**src/rtl/result_mem_responder.sv**
```systemverilog
// result_mem_responder: 64-entry result buffer with a valid bitmap, one-cycle registered reads, fill tracking and sticky error flags.
// Defining RESULT_MEM_PARITY_EN adds a per-entry even-parity bit that is checked on every read.
module result_mem_responder #(
  parameter int DATA_W = 32,
  parameter int ADDR_W = 6
) (
  input  logic              clk,
  input  logic              rst_n,
  input  logic              EN_writeMem,
  input  logic [ADDR_W-1:0] writeMem_addr,
  input  logic [DATA_W-1:0] writeMem_val,
  input  logic              EN_readMem,
  input  logic [ADDR_W-1:0] readMem_addr,
  output logic [DATA_W-1:0] readMem_val,
  output logic              readMem_vld,
  input  logic              clear,
  output logic [ADDR_W:0]   wr_count,
  output logic [1:0]        fill_state,
  output logic              rd_unwritten_err,
  output logic              overwrite_err,
  output logic              parity_err
);
  localparam int DEPTH = 2 ** ADDR_W;

  logic [DATA_W-1:0] memData [DEPTH];
  logic [DEPTH-1:0]  validBits;
  logic              wrEff;
  logic              rdBypass;
  logic              rdHit;

  // A write that coincides with clear is dropped entirely.
  assign wrEff    = EN_writeMem && !clear;
  // A same-cycle write to the read address is forwarded (write-first).
  assign rdBypass = wrEff && (readMem_addr == writeMem_addr);
  assign rdHit    = rdBypass || validBits[readMem_addr];

  // wr_count only reaches DEPTH when its top bit is set.
  assign fill_state = wr_count[ADDR_W] ? 2'b10 : (wr_count == '0) ? 2'b00 : 2'b01;

  // Storage is not reset; the valid bitmap hides any stale contents.
  always_ff @(posedge clk) begin
    if (wrEff) memData[writeMem_addr] <= writeMem_val;
  end

  // Registered read port: the response appears one cycle after the request, and invalid entries read as zero.
  always_ff @(posedge clk or negedge rst_n) begin
    if (!rst_n) begin
      readMem_val <= '0;
      readMem_vld <= 1'b0;
    end else begin
      readMem_vld <= EN_readMem;
      if (EN_readMem) readMem_val <= rdBypass ? writeMem_val : rdHit ? memData[readMem_addr] : '0;
    end
  end

  // Valid bitmap, distinct-entry count and sticky flags; clear wipes them all.
  always_ff @(posedge clk or negedge rst_n) begin
    if (!rst_n) begin
      validBits        <= '0;
      wr_count         <= '0;
      rd_unwritten_err <= 1'b0;
      overwrite_err    <= 1'b0;
    end else if (clear) begin
      validBits        <= '0;
      wr_count         <= '0;
      rd_unwritten_err <= 1'b0;
      overwrite_err    <= 1'b0;
    end else begin
      if (wrEff) begin
        validBits[writeMem_addr] <= 1'b1;
        if (validBits[writeMem_addr]) overwrite_err <= 1'b1;
        else wr_count <= wr_count + 1'b1;
      end
      if (EN_readMem && !rdHit) rd_unwritten_err <= 1'b1;
    end
  end

`ifdef RESULT_MEM_PARITY_EN
  logic parBits [DEPTH];

  // Even-parity bit stored alongside each entry.
  always_ff @(posedge clk) begin
    if (wrEff) parBits[writeMem_addr] <= ^writeMem_val;
  end

  // Parity is checked only on stored valid entries, so the flag rises with readMem_vld.
  always_ff @(posedge clk or negedge rst_n) begin
    if (!rst_n) parity_err <= 1'b0;
    else if (clear) parity_err <= 1'b0;
    else if (EN_readMem && !rdBypass && validBits[readMem_addr] &&
             ((^memData[readMem_addr]) != parBits[readMem_addr])) parity_err <= 1'b1;
  end
`else
  assign parity_err = 1'b0;
`endif
endmodule

```
**config.mk**
```make
export PLATFORM = sky130hd
export DESIGN_NAME = result_mem_responder
export DESIGN_NICKNAME = d
export VERILOG_FILES = /design/src/rtl/result_mem_responder.sv
export SDC_FILE = /design/constraint.sdc
export NUM_CORES = 2
export LEC_CHECK = 0
export CAP_MARGIN = 20
export CORE_AREA = 4 4 379 661
export DETAILED_ROUTE_END_ITERATION = 8
export DIE_AREA = 0 0 383 665
export REMOVE_ABC_BUFFERS = 1
export SLEW_MARGIN = 20
export SYNTH_ARGS = -nofsm -noshare
export SYNTH_HDL_FRONTEND = slang
export SYNTH_SLANG_ARGS = --single-unit
```
**constraint.sdc**
```tcl
create_clock -name clk -period 3.53 [get_ports clk]
set_input_delay 0.706 -clock clk [delete_from_list [all_inputs] [get_ports clk]]
set_output_delay 0.706 -clock clk [all_outputs]
set_load 0.01 [all_outputs]
```
=== Word-level counts from Yosys, hierarchy flattened ===
Memories as Yosys holds them, arrays and structs flattened.
Index checks and enable logic that the tools add are counted.

* Add/subtract/negate cells: 1
* Multiplexer cells: 22
* Bitwise operators: 1
* Reductions and logical operators: 13
* Eq/ne operators: 2
* Order comparisons: 3

{| class="wikitable"
|+ Operators with widths
! cell !! number
|-
| 64-bit 2-to-1 mux || 2
|-
| 32-bit 2-to-1 mux || 2
|-
| 64-bit bitwise OR || 1
|-
| 7-bit 2-to-1 mux || 3
|-
| 6-bit by 7-bit < comparator with 1-bit output, second input constant || 2
|-
| 1-bit binary-select mux with 6-bit select || 2
|-
| 1-bit 2-to-1 mux || 11
|-
| 7-bit by 1-bit adder with 7-bit output, second input constant || 1
|-
| 7-bit logical NOT || 1
|-
| 1-bit demux with 6-bit select || 1
|-
| 6-bit == test || 1
|-
| 6-bit by 1-bit >= comparator with 1-bit output, second input constant || 1
|-
| 2-bit nonzero test || 3
|-
| 1-bit logical AND || 4
|-
| 2-bit AND reduction || 2
|-
| 1-bit logical NOT || 2
|-
| 2-bit 2-to-1 mux || 1
|-
| 2-bit != test, second input constant || 1
|-
| 1-bit logical OR || 1
|}

* Flip-flop bits (word level): 106
* Word-level logic and storage cells: 49
* Bits in writable memories: 2048
* Output and inout bits: 45
* Input port bits: 49
* Memories: 1

{| class="wikitable"
|+ Memories
! name !! words !! bits a word !! read ports !! clocked after memory_dff !! write ports !! line !! RTL
|-
| memData || 64 || 32 || 1 || 0 || 1 || 25 || <nowiki>logic [DATA_W-1:0] memData [DEPTH];</nowiki>
|}

=== Longest topological paths before layout ===
* Word-level depth: 8
* Depth in mapped cells: 14
* Mapped depth without buffers: 7

=== Worst setup path after synthesis ===
No wires, ideal clock.

* Path kind: input to register
* Start: input port writeMem_addr[2]
* End: memory memData[26][0], enable pin
* Setup time: 0.421 ns
* Data arrival time: 3.507 ns
* Cell stages on the path: 6
* Path slack: -0.398 ns
* Cells stage by stage: buf_2 -> buf_1 -> nor3b_1 -> nand2_1 -> clkbuf_1 -> nor2_1

{| class="wikitable"
|+ RTL lines
! item !! line !! RTL
|-
| start: declaration || 10 || <nowiki>input logic [ADDR_W-1:0] writeMem_addr,</nowiki>
|-
| end: declaration || 25 ||
|}

No word-level cell before the write port.

=== Final worst setup path ===
* Start: register wr_count[0]
* End: output port fill_state[0]

* Word-level cells in the longest chain between the ends: 3

{| class="wikitable"
|+ RTL lines
! item !! line !! RTL
|-
| start: declaration || 17 || <nowiki>output logic [ADDR_W:0] wr_count,</nowiki>
|-
| start signal: assignment || 72 || <nowiki>else wr_count <= wr_count + 1'b1;</nowiki>
|-
| 7-bit logical NOT || 38 || <nowiki>assign fill_state = wr_count[ADDR_W] ? 2'b10 : (wr_count == '0) ? 2'b00 : 2'b01;</nowiki>
|-
| 1-bit 2-to-1 mux || 38 ||
|-
| 2-bit 2-to-1 mux || 38 ||
|-
| end: declaration || 18 || <nowiki>output logic [1:0] fill_state,</nowiki>
|}

Every way passes these cells.

==> results.tsv <==
metric	value	unit
status	finished, final reports clean	
reg2reg_slack	870	ps
cp.arrival	2220	ps
synth_area_leaders	edfxtp_1 72%, mux4_2 6.7%, mux2i_1 4.8%	
synth_top_cell_area_share	72.0	%
min_from	writeMem_val[20]	
synth_common_cells	2,048 x edfxtp_1, 411 x mux2i_1, 256 x mux4_2	
start_util	34.8	%
seq_area_frac_synth	75.1	%
end_kind	primary output	
worstMarginPinSlew	1120	ps
async_flop_share	4.92	%
wl_per_cell	32.0	um
m1WireLength	93.1	mm
cp_max_fo	6	
setup_viol_count_final	0	
drive_gt1_share	23.3	%
ant_nets	0	
synthCells	4336	
die_area	255000	um2
hold-path-cell-count	1	
grt_pass1_vias	46600	
worstPathCellList	inv_1, ha_1, a21oi_1, clkdlybuf4s50_1	
yosys_most_used_dff	edfxtp_1	
drt_wl_total	264	mm
critical_path_class	register to primary output	
ys_types	79	
fin_crit_sh	82.8	%
yosys.area.top_type	edfxtp_1	
whs	288	ps
num_vias	46700	
area_growth	17.2	%
syn_area	85400	um2
grt-ovfl-total	0	
highest-signal-layer	met5	
placedCellCount	7883	
io_buffer_count	92	
cts.sinks	2154	
r2r_cells	7	
slowest_stage	clkdlybuf4s50_1	
drv_slew	0	
fmax	342	MHz
stdcell_count	8232	
root_buffer	clkbuf_16	
r2r-start	validBits[1]	
grt_pass1_wl	367	mm
leakage	32.9	nW
maxCapViolations	0	
clk_pin_slew_worst_paths	70	ps
ys_ff_latch	2154	
drt_iter0_drc	4613	
yosys_warnings	0	
ctsHtreeMaxLevel	4	
antenna_found_initial	19	
rows	241	
route.met3.wl	17.6	mm
final_core_util	40.8	%
hp-class	input pin to register	
first_pass_iters	6	
io-pin-count	94	
grt_start_max_net_pins	66	
cp_top_family	buffers and inverters	
min_period	2920	ps
reg2reg_to	wr_count[5]	
cts_buffers	187	
die_h	665	um
finalHoldViolCount	0	
core_area	245000	um2
cts-resized-gates	0	
p_per_area	528	nW/um2
max_slew_margin	24.3	%
syn_avg_cell_area	19.7	um2
drc	0	
slowest_delay	550	ps
vdd_drop_max	364	uV
grt_setup_unrepaired	no	
die-width	383	um
nNetsFinal	4846	
yosysMostFrequentCell	edfxtp_1	
place_congestion	0.880	
cts_setup_buffers	0	
wl_met2	134	mm
crit_buf_inv	2	
cp-startpoint	wr_count[0]	
cp-start-kind	register	
cp.required	2820	ps
fin_skew	56.1	ps
clock_latency	850	ps
cts_buffer_depth	4	
synth-edff-count	2048	
gr-usage-all-layers	20.3	%
place_hpwl	166	mm
via_per_inst	5.67	
hold_path_end	memData[51][20]	
cts_tree	yes	
-- placed cells by master (no fill, tap or decap), types with 57 or more instances in the layout --
| master | Yosys | layout |
|---|---|---|
| edfxtp_1 | 2048 | 2048 |
| mux2i_1 | 411 | 411 |
| buf_4 | 14 | 329 |
| mux4_2 | 256 | 256 |
| clkbuf_16 | 0 | 193 |
| a221oi_1 | 151 | 151 |
| buf_12 | 15 | 135 |
| dfrtp_1 | 106 | 106 |
| o21ai_0 | 91 | 90 |
| nor2_1 | 146 | 80 |
| mux4_1 | 79 | 79 |
| o22ai_1 | 75 | 75 |
| nand2_1 | 73 | 73 |
| inv_1 | 72 | 70 |
| a21oi_1 | 70 | 70 |
| nor2_4 | 0 | 65 |
| a22oi_1 | 57 | 57 |
-- kinds of logic after synthesis --
family	Yosys count	share of synthesized area (%)
adders and majority gates	2	0.0293
other	1	0.00439
xor gates and xnor gates	6	0.0615
and+or+nand+nor	391	2.13
AOI/OAI and AO/OA	660	5.67
DFF	2154	75.1
muxes	764	14.2
buffers and inverters	358	2.78
-- report_power, final --
part | leakage [nW] | switching, mW | internal (mW)
clock network | 2.99 | 9.18 | 12.0
logic | 10.0 | 2.25 | 1.29
registers | 19.9 | 0.117 | 28.1
total | 32.9 | 11.6 | 41.3
-- layer usage --
layer / global-route usage [%] / vias to the layer above
li1: - / 19000
met1: 23.7 / 25000
met2: 35.4 / 2146
met3: 2.89 / 556
met4: 12.4 / 14
met5: 0 / -
-- worst reg2reg max path: stages (launching register included) --
cell and delay, ps:
dfrtp_1 430, mux2_2 280, a221o_1 290, a222oi_1 390
o22a_1 240, nand4_2 210, nor4_1 340, mux2_2 370
-- final cells by class --
cell class / instances / area [um2]
Clock buffer: 253 / 5190
Inverter: 75 / 289
Fill cell: 21700 / 145000
Timing Repair Buffer: 553 / 5910
Tap cell: 3280 / 4100
Sequential cell: 2154 / 64200
Multi-Input combinational cell: 1824 / 19500
Antenna cell: 10 / 25.0
Clock inverter: 83 / 1010
-- worst max-delay path by stage --
stage / endpoint / slack, ps / cells past startpoint
detailed placement: readMem_val[17] / -150 / 8
CTS: fill_state[0] / 550 / 4
finish: fill_state[0] / 610 / 4
global route: fill_state[0] / 530 / 4
global placement: readMem_val[7] / -620 / 9
floorplan: readMem_val[19] / -2820 / 7
-- what timing repair did --
action                                  in CTS  in global routing
endpoints found under the setup margin       0                  0
hold endpoints to repair                    21                  0
hold buffers                                 1                  0
-- flip-flops by register name (all words and copies together) (netlist names) --
register / cells
memData: 2048
validBits: 64
readMem_val: 32
wr_count: 7
overwrite_err: 1
rd_unwritten_err: 1
readMem_vld: 1
-- through the flow --
stage               TNS (ps)  setup WS, ps  power, mW  instance area, um2
finish                     0           606       52.9              100000
global route               0           530       54.3              100000
CTS                        0           548       53.2              100000
detailed placement      -757          -150       32.3               93900
global placement       -2340          -617       32.3               93800
floorplan             -88640         -2820       29.9               83300
No activity file was read; power rests on OpenSTA's default activity.
